`src/rtl/udp_payload_aligner_pkg.sv`:
```
// Shared constants, FSM state encoding and keep-mask helper for the UDP payload aligner.
package udp_payload_aligner_pkg;

  localparam logic [6:0]  PAYLOAD_BEAT  = 7'd5;
  localparam logic [15:0] UDP_HDR_BYTES = 16'd8;

  typedef enum logic [2:0] {
    IDLE   = 3'd0,
    HOLD   = 3'd1,
    STREAM = 3'd2,
    FLUSH  = 3'd3,
    DROP   = 3'd4
  } state_t;

  // Contiguous byte mask of min(cap, n) bytes starting at bit 0.
  function automatic logic [7:0] keep_mask(input logic [15:0] n, input logic [3:0] cap);
    logic [3:0] m;
    m = (n > {12'd0, cap}) ? cap : n[3:0];
    return 8'hFF >> (4'd8 - m);
  endfunction

endpackage

```
`src/rtl/udp_payload_aligner_if.sv`:
```
// Frame-beat input bus plus aligned payload output bus of the UDP payload aligner.
interface udp_payload_aligner_if;
  logic [63:0] dataIn;
  logic        dataValid;
  logic [6:0]  counter;
  logic        lastIn;
  logic [15:0] length;
  logic [63:0] payloadOut;
  logic [7:0]  payloadKeep;
  logic        payloadValid;
  logic        payloadLast;
  logic        lengthErr;

  modport slave (
    input  dataIn, dataValid, counter, lastIn, length,
    output payloadOut, payloadKeep, payloadValid, payloadLast, lengthErr
  );

  modport master (
    output dataIn, dataValid, counter, lastIn, length,
    input  payloadOut, payloadKeep, payloadValid, payloadLast, lengthErr
  );
endinterface

```
`src/rtl/udp_payload_aligner.sv`:
```
// Strips Ethernet/IPv4/UDP headers and re-aligns the UDP payload to 64-bit words,
// trimming to the decoder's UDP length and flagging short or truncated datagrams.
module udp_payload_aligner
  import udp_payload_aligner_pkg::*;
(
  input  logic                  clk,
  input  logic                  rst,
  udp_payload_aligner_if.slave  bus
);

  state_t      state, state_nx;
  logic [31:0] hi_hold, hi_nx;
  logic [15:0] left, left_nx;
  logic        from_idle, from_idle_nx;

  logic [63:0] out_data, o_data;
  logic [7:0]  out_keep, o_keep;
  logic        out_vld, o_vld;
  logic        out_last, o_last;
  logic        out_err, o_err;

  logic [15:0] n, bl, bl_dec, r;
  logic        short_len, restart, hold_skip;

  assign n         = bus.length - UDP_HDR_BYTES;
  assign short_len = bus.length < UDP_HDR_BYTES;
  // HOLD streams with the freshly decoded length, STREAM with the running count.
  assign bl        = (state == HOLD) ? n : left;
  assign bl_dec    = (bl > 16'd8) ? (bl - 16'd8) : 16'd0;
  assign hold_skip = (state == HOLD) && (short_len || (n == 16'd0));
  assign r         = from_idle ? (short_len ? 16'd0 : n) : left;
  // A beat 0 outside IDLE means the previous frame was cut short.
  assign restart   = bus.dataValid && (bus.counter == 7'd0) &&
                     (state != IDLE) && (state != FLUSH);

  always_ff @(posedge clk) begin
    if (rst) begin
      state     <= IDLE;
      hi_hold   <= '0;
      left      <= '0;
      from_idle <= 1'b0;
      out_data  <= '0;
      out_keep  <= '0;
      out_vld   <= 1'b0;
      out_last  <= 1'b0;
      out_err   <= 1'b0;
    end else begin
      state     <= state_nx;
      hi_hold   <= hi_nx;
      left      <= left_nx;
      from_idle <= from_idle_nx;
      out_data  <= o_data;
      out_keep  <= o_keep;
      out_vld   <= o_vld;
      out_last  <= o_last;
      out_err   <= o_err;
    end
  end

  always_comb begin
    state_nx     = state;
    hi_nx        = hi_hold;
    left_nx      = left;
    from_idle_nx = from_idle;
    if (restart) begin
      state_nx = IDLE;
    end else begin
      case (state)
        IDLE: begin
          if (bus.dataValid && (bus.counter == PAYLOAD_BEAT)) begin
            hi_nx        = bus.dataIn[63:32];
            from_idle_nx = 1'b1;
            state_nx     = bus.lastIn ? FLUSH : HOLD;
          end
        end
        HOLD, STREAM: begin
          if (bus.dataValid) begin
            if (hold_skip) begin
              state_nx = bus.lastIn ? IDLE : DROP;
            end else begin
              hi_nx   = bus.dataIn[63:32];
              left_nx = bl_dec;
              if (bl <= 16'd8) begin
                state_nx = bus.lastIn ? IDLE : DROP;
              end else if (bus.lastIn) begin
                state_nx     = FLUSH;
                from_idle_nx = 1'b0;
              end else begin
                state_nx = STREAM;
              end
            end
          end
        end
        FLUSH:   state_nx = IDLE;
        DROP:    if (bus.dataValid && bus.lastIn) state_nx = IDLE;
        default: state_nx = IDLE;
      endcase
    end
  end

  // Data and keep hold their last emitted value whenever no word goes out.
  always_comb begin
    o_data = out_data;
    o_keep = out_keep;
    o_vld  = 1'b0;
    o_last = 1'b0;
    o_err  = 1'b0;
    if (restart) begin
      o_err = (state == HOLD) || (state == STREAM);
    end else begin
      case (state)
        HOLD, STREAM: begin
          if (bus.dataValid) begin
            if (state == HOLD && short_len) begin
              o_err = 1'b1;
            end else if (!hold_skip) begin
              o_vld  = 1'b1;
              o_data = {bus.dataIn[31:0], hi_hold};
              o_keep = keep_mask(bl, 4'd8);
              o_last = (bl <= 16'd8);
            end
          end
        end
        FLUSH: begin
          if (r != 16'd0) begin
            o_vld  = 1'b1;
            o_data = {32'h0, hi_hold};
            o_keep = keep_mask(r, 4'd4);
            o_last = 1'b1;
          end
          o_err = (r > 16'd4) || (from_idle && short_len);
        end
        default: ;
      endcase
    end
  end

  assign bus.payloadOut   = out_data;
  assign bus.payloadKeep  = out_keep;
  assign bus.payloadValid = out_vld;
  assign bus.payloadLast  = out_last;
  assign bus.lengthErr    = out_err;

endmodule

```
`src/flat_wrapper.sv`:
```
// flat-port wrapper written by rule: the top's interface ports become plain ports
module udp_payload_aligner_flat import udp_payload_aligner_pkg::*;
  (clk, rst, bus_dataIn, bus_dataValid, bus_counter, bus_lastIn, bus_length, bus_payloadOut, bus_payloadKeep, bus_payloadValid, bus_payloadLast, bus_lengthErr);
  udp_payload_aligner_if bus_i ();
  input  logic clk;
  input  logic rst;
  input wire logic [$bits(bus_i.dataIn)-1:0] bus_dataIn;
  input wire logic [$bits(bus_i.dataValid)-1:0] bus_dataValid;
  input wire logic [$bits(bus_i.counter)-1:0] bus_counter;
  input wire logic [$bits(bus_i.lastIn)-1:0] bus_lastIn;
  input wire logic [$bits(bus_i.length)-1:0] bus_length;
  output wire logic [$bits(bus_i.payloadOut)-1:0] bus_payloadOut;
  output wire logic [$bits(bus_i.payloadKeep)-1:0] bus_payloadKeep;
  output wire logic [$bits(bus_i.payloadValid)-1:0] bus_payloadValid;
  output wire logic [$bits(bus_i.payloadLast)-1:0] bus_payloadLast;
  output wire logic [$bits(bus_i.lengthErr)-1:0] bus_lengthErr;
  assign bus_i.dataIn = bus_dataIn;
  assign bus_i.dataValid = bus_dataValid;
  assign bus_i.counter = bus_counter;
  assign bus_i.lastIn = bus_lastIn;
  assign bus_i.length = bus_length;
  assign bus_payloadOut = bus_i.payloadOut;
  assign bus_payloadKeep = bus_i.payloadKeep;
  assign bus_payloadValid = bus_i.payloadValid;
  assign bus_payloadLast = bus_i.payloadLast;
  assign bus_lengthErr = bus_i.lengthErr;
  udp_payload_aligner u_core (.clk(clk), .rst(rst), .bus(bus_i));
endmodule
```
`config.mk`:
```
export PLATFORM = sky130hd
export DESIGN_NAME = udp_payload_aligner_flat
export DESIGN_NICKNAME = d
export VERILOG_FILES = /design/src/rtl/udp_payload_aligner_pkg.sv /design/src/rtl/udp_payload_aligner_if.sv /design/src/rtl/udp_payload_aligner.sv /design/src/flat_wrapper.sv
export SDC_FILE = /design/constraint.sdc
export NUM_CORES = 1
export LEC_CHECK = 0
export CORE_ASPECT_RATIO = 1.75
export CORE_MARGIN = 8
export CORE_UTILIZATION = 44
export DETAILED_ROUTE_END_ITERATION = 8
export PLACE_DENSITY = 0.77
export SLEW_MARGIN = 5
export SYNTH_ARGS = -nofsm -noshare
export SYNTH_HDL_FRONTEND = slang
export SYNTH_SLANG_ARGS = --single-unit
```
`constraint.sdc`:
```
create_clock -name clk -period 4.3 [get_ports clk]
set_input_delay 0.86 -clock clk [delete_from_list [all_inputs] [get_ports clk]]
set_output_delay 0.86 -clock clk [all_outputs]
set_load 0.02 [all_outputs]
```
; Yosys cells after proc, flatten, opt, wreduce, memory -nomap -nowiden
; Index checks and enable logic that the tools add are counted.
[totals]
ff_bits = 127
latch_bits = 0
mem_bits_rw = 0
romBits = 0
in_bits = 91
word_cells = 108
mem_count = 0
[classes]
add_sub_neg = 4
multipliers = 0
n_div = 0
magnitude_cmp = 4
eq_ne = 14
shifts = 2
mux = 48
bitwise = 2
reduce_logical = 25
[ops]
columns = cell, n
row1 = 2-to-1 mux 64 bit, 4
row2 = case mux 64 bit (2 select lines), 1
row3 = 2-to-1 mux 32 bit, 3
row4 = 2-to-1 mux 16 bit, 4
row5 = case mux 32 bit (2 select lines), 1
row6 = 2-to-1 mux 8 bit, 4
row7 = subtractor 16 x 4 -> 16 bit (second input constant), 2
row8 = 2-to-1 mux 3 bit, 6
row9 = greater-than comparator 16 x 3 -> 1 bit (second input constant), 1
row10 = greater-than comparator 16 x 4 -> 1 bit (second input constant), 1
row11 = <= comparator 16 x 4 -> 1 bit (second input constant), 1
row12 = logical NOT 16 bit, 1
row13 = < comparator 16 x 4 -> 1 bit (second input constant), 1
row14 = 2-to-1 mux 1 bit, 16
row15 = case mux 8 bit (2 select lines), 1
row16 = nonzero test 16 bit, 1
row17 = right shift 8 x 4 -> 8 bit (first input constant), 2
row18 = != test 2 bit (second input constant), 5
row19 = case mux 3 bit (3 select lines), 1
row20 = logical AND 1 bit, 8
row21 = 2-to-1 mux 4 bit, 2
row22 = case mux 1 bit (2 select lines), 4
row23 = subtractor 4 bit (first input constant), 2
row24 = equality test 7 x 3 -> 1 bit (second input constant), 1
row25 = other kinds (18), 26

; Depth between registers and ports, before layout
[logic_depth]
depth_word = 10
depth_mapped = 19

; Least setup slack after synthesis
; No wires, ideal clock.
[synth_timing]
path_kind = input to register
start = input bus_length[3]
end = register u_core.out_keep[4] (netlist: u_core.bus.payloadKeep[4])
arrival_ns = 4.469
setup_slack_ns = -0.227
cell_stages = 19
path_buffers = 4
path_cell_list = clkbuf_1 -> inv_1 -> ha_1 -> clkbuf_1 -> or4b_1 -> o21ai_0 -> a31o_2 -> o211ai_2 -> nor3_1 -> clkbuf_1 -> buf_2 -> nand3_1 -> o31ai_1 -> inv_1 -> ha_1 -> inv_1 -> ha_1 -> or4b_4 -> a21bo_1
[synth_between]
elab_chain_cells = 10
[synth_lines]
columns = item, line
row1 = from (decl), flat_wrapper.sv:11  ; input wire logic [$bits(bus_i.length)-1:0] bus_length;
row2 = subtractor 16 x 4 -> 16 bit, udp_payload_aligner.sv:25  ; assign n = bus.length - UDP_HDR_BYTES;
row3 = 2-to-1 mux 16 bit, udp_payload_aligner.sv:28  ; assign bl = (state == HOLD) ? n : left;
row4 = greater-than comparator 16 x 4 -> 1 bit, udp_payload_aligner_pkg.sv:18  ; m = (n > {12'd0, cap}) ? cap : n[3:0];
row5 = 2-to-1 mux 4 bit, udp_payload_aligner_pkg.sv:18
row6 = subtractor 4 bit, udp_payload_aligner_pkg.sv:19  ; return 8'hFF >> (4'd8 - m);
row7 = right shift 8 x 4 -> 8 bit, udp_payload_aligner_pkg.sv:19
row8 = 2-to-1 mux 8 bit, udp_payload_aligner.sv:116  ; end else if (!hold_skip) begin
row9 = 2-to-1 mux 8 bit, udp_payload_aligner.sv:114  ; if (state == HOLD && short_len) begin
row10 = 2-to-1 mux 8 bit, udp_payload_aligner.sv:113  ; if (bus.dataValid) begin
row11 = case mux 8 bit (2 select lines), udp_payload_aligner.sv:111  ; case (state)
row12 = to (signal assigned), udp_payload_aligner.sv:53  ; out_keep <= o_keep;
row13 = to (decl), udp_payload_aligner.sv:17  ; logic [7:0] out_keep, o_keep;
; Several ways; a longest one is shown, not always the timed one. The select of a mux whose other input is x is not followed.
; A chain may end at the register's enable or synchronous reset.

; Worst setup path in the final report
[layout_timing]
start = input bus_length[6]
end = register u_core.out_keep[4] (netlist: u_core.bus.payloadKeep[4])
; The elaborated chain is that of the path after synthesis.

==> results.json <==
{
  "outcome": "finished clean",
  "dieArea_mm2": 0.01787,
  "crit_fanout": 7,
  "rows": 56,
  "grt_max_degree": 70,
  "period_needed_ns": 4.014,
  "clock_latency_ns": 0.42,
  "numPlacedInstances": 1125,
  "clk_pin_slew_ns": 0.06,
  "p_int_mw": 2.115,
  "io_pins": 166,
  "fill_cells": 1214,
  "yosysWarnings": 0,
  "finalMaxSlewViolations": 0,
  "first_pass_iters": 5,
  "synthMostInstantiatedCell": "nand2_1",
  "placed_cell_area_mm2": 0.008114,
  "period_share": 0.9334,
  "routed_wl_um": 19580,
  "gp_congestion": 0.9543,
  "syn_area_per_cell_um2": 7.621,
  "syn_nets": 889,
  "yosys-top-cells-area": "dfxtp_1, nand2_1, a21oi_1, nand3_1, nor2_1",
  "drive_gt1_frac": 0.1190,
  "irDropWorstVdd_uv": 219.2,
  "clkSinkCount": 127,
  "cp-end-kind": "flop",
  "p_seq_frac": 0.416,
  "dp_hpwl_um": 14560,
  "path_class": "in2reg",
  "die_w_um": 104.5,
  "nNetsFinal": 1067,
  "grt_usage": 0.2177,
  "postCtsSetupBuffers": 0,
  "finalHoldViolCount": 0,
  "combPwrFrac": 0.108,
  "synthFlopType": "dfxtp_1",
  "cts_tree": "done",
  "yosysSeqAreaShare": 0.4212,
  "cts_max_level": 4,
  "grt_pass1_vias": 6328,
  "synth-edff-count": 0,
  "root_buffer": "clkbuf_16",
  "synth_seq_cells": 127,
  "fmax_ghz": 0.2491,
  "design.core.area_mm2": 0.01338,
  "overflow": 0,
  "worstMarginPinSlew_ns": 0.7977,
  "switching_share": 0.2632,
  "async_reset_ff_frac": 0,
  "finalSetupViolations": 0,
  "netlist_instances": 792,
  "clockPowerShare": 0.477,
  "synth_top_cell_by_area": "dfxtp_1",
  "detail_route.wl_per_cell_um": 16.91,
  "layoutNonFillerInstCount": 1158,
  "p_sw_uw": 755.5,
  "grt_pass1_wl_um": 31230,
  "postRouteAntennaNets": 0,
  "post_drt_via_cell_ratio": 5.541,
  "antenna_found_initial": 1,
  "required_ns": 4.66,
  "cts_made_buffers": 17,
  "fp.dieH_um": 170.9,
  "start_util": 0.4510,
  "yosysTopAreaCellShare": 0.4212,
  "drv_cap": 0,
  "num_vias": 6416,
  "drc": 0,
  "clockBufferDepth": 2,
  "cp-start-kind": "primary input",
  "drt_iter0_drc": 344,
  "whs_ns": 0.4441,
  "syn_to_final_growth_pct": 44.03,
  "synth_common_cells": "nand2_1, dfxtp_1, a21oi_1, nand3_1, nor2_1",
  "hp-class": "reg2reg",
  "relSlewSlack": 0.4682,
  "p_leak_nw": 3.077,
  "power-per-cell-area_mw_per_mm2": 330.2,
  "grt_setup_unrepaired": "false",
  "io_buffers": 165,
  "arrival_ns": 4.37,
  "skew_ns": 0.01557,
  "final_design_area_no_fill_mm2": 0.008693,
  "syn_area_mm2": 0.006036,
  "yosysUniqueCellTypes": 68
}
kinds of logic (layout without fill, tap and decap cells):
family	count (synthesis)	after routing	share of synthesized area
and+or+nand+nor	367	367	0.2877
muxes	4	4	0.007048
other	0	1	0
buffers and inverters	74	265	0.05141
DFF	127	127	0.4212
xor gates and xnor gates	14	14	0.02032
adders and majority gates	7	7	0.01410
AOI/OAI and AO/OA	199	199	0.1982
worst max-delay path: stages:
cell,delay [ns]
clkdlybuf4s50_1,0.45
or4_4,0.60
or4_4,0.54
o211a_1,0.16
o211ai_2,0.18
nor3_2,0.08
buf_4,0.15
a31oi_4,0.18
ha_2,0.20
inv_1,0.04
ha_1,0.28
or4b_4,0.47
a21bo_1,0.18
what timing repair did:
action	in CTS	in global routing
hold buffers	0	0
setup endpoints to repair	0	2
resized for setup	0	1
layout by cell type, fill, tap and decap left out, types with 15 or more instances in the layout:
cell type / instances
clkdlybuf4s50_1: 164
nand3_1: 41
a21oi_1: 118
or3_1: 15
dfxtp_1: 127
buf_4: 53
nand2_1: 181
clkbuf_16: 17
nor2_1: 41
nor3_1: 24
o21ai_0: 16
through the flow:
stage               worst slack [ns]  power [mW]  setup TNS, ns  utilization
global route                 0.09041       2.987              0       0.6496
detailed placement           -0.1647       1.526        -0.4229       0.6063
CTS                           0.2705       2.900              0       0.6489
finish                        0.2863       2.871              0       0.6496
floorplan                   0.006418       1.360              0            -
global placement             -0.1143       1.524        -0.2758       0.6063
sequential cells by signal, indices dropped and copies added, names as in the netlist:
name,flops
u_core.bus.payloadValid,1
u_core.state,3
u_core.hi_hold,32
u_core.left,16
u_core.from_idle,1
u_core.bus.payloadKeep,8
u_core.bus.payloadLast,1
u_core.bus.payloadOut,64
u_core.bus.lengthErr,1
worst paths after layout:
path	to	slack, ns	start	depth (start not counted)
worst min register to register	u_core.bus.payloadOut[10]$_SDFFE_PP0P_	0.44	u_core.hi_hold[10]$_SDFFE_PP0P_	2
worst max-delay path	u_core.bus.payloadKeep[4]$_SDFFE_PP0P_	0.29	bus_length[6]	13
worst max register to register	u_core.bus.payloadKeep[4]$_SDFFE_PP0P_	0.86	u_core.state[0]$_SDFFE_PP0P_	14
worst min-delay path	u_core.bus.payloadOut[10]$_SDFFE_PP0P_	0.44	u_core.hi_hold[10]$_SDFFE_PP0P_	2
power by group through the flow:
stage                     clock [mW]  sequential, mW  combinational (mW)
final                           1.37            1.19               0.309
after global routing            1.46            1.19               0.334
after CTS                       1.40            1.19               0.308
after detailed placement           0            1.22               0.307
after global placement             0            1.22               0.305
after floorplan                    0            1.22               0.136
metal layers:
layer / wire length, um / track usage
met5: 0 / 0
met4: 975 / 0.1419
met3: 817 / 0.04294
met2: 10970 / 0.4166
met1: 6820 / 0.2053
area by class of cell:
class	instances	area, um^2	area share
multi-input combinational	591	3228	0.3713
sequential	127	2542	0.2925
timing repair buffer	219	2079	0.2392
clock buffer	17	425.4	0.04893
tap	174	217.7	0.02504
clock inverter	15	145.1	0.01670
inverter	14	52.55	0.006045
antenna	1	2.502	0.0002879
(Power assumes the default switching activity.)
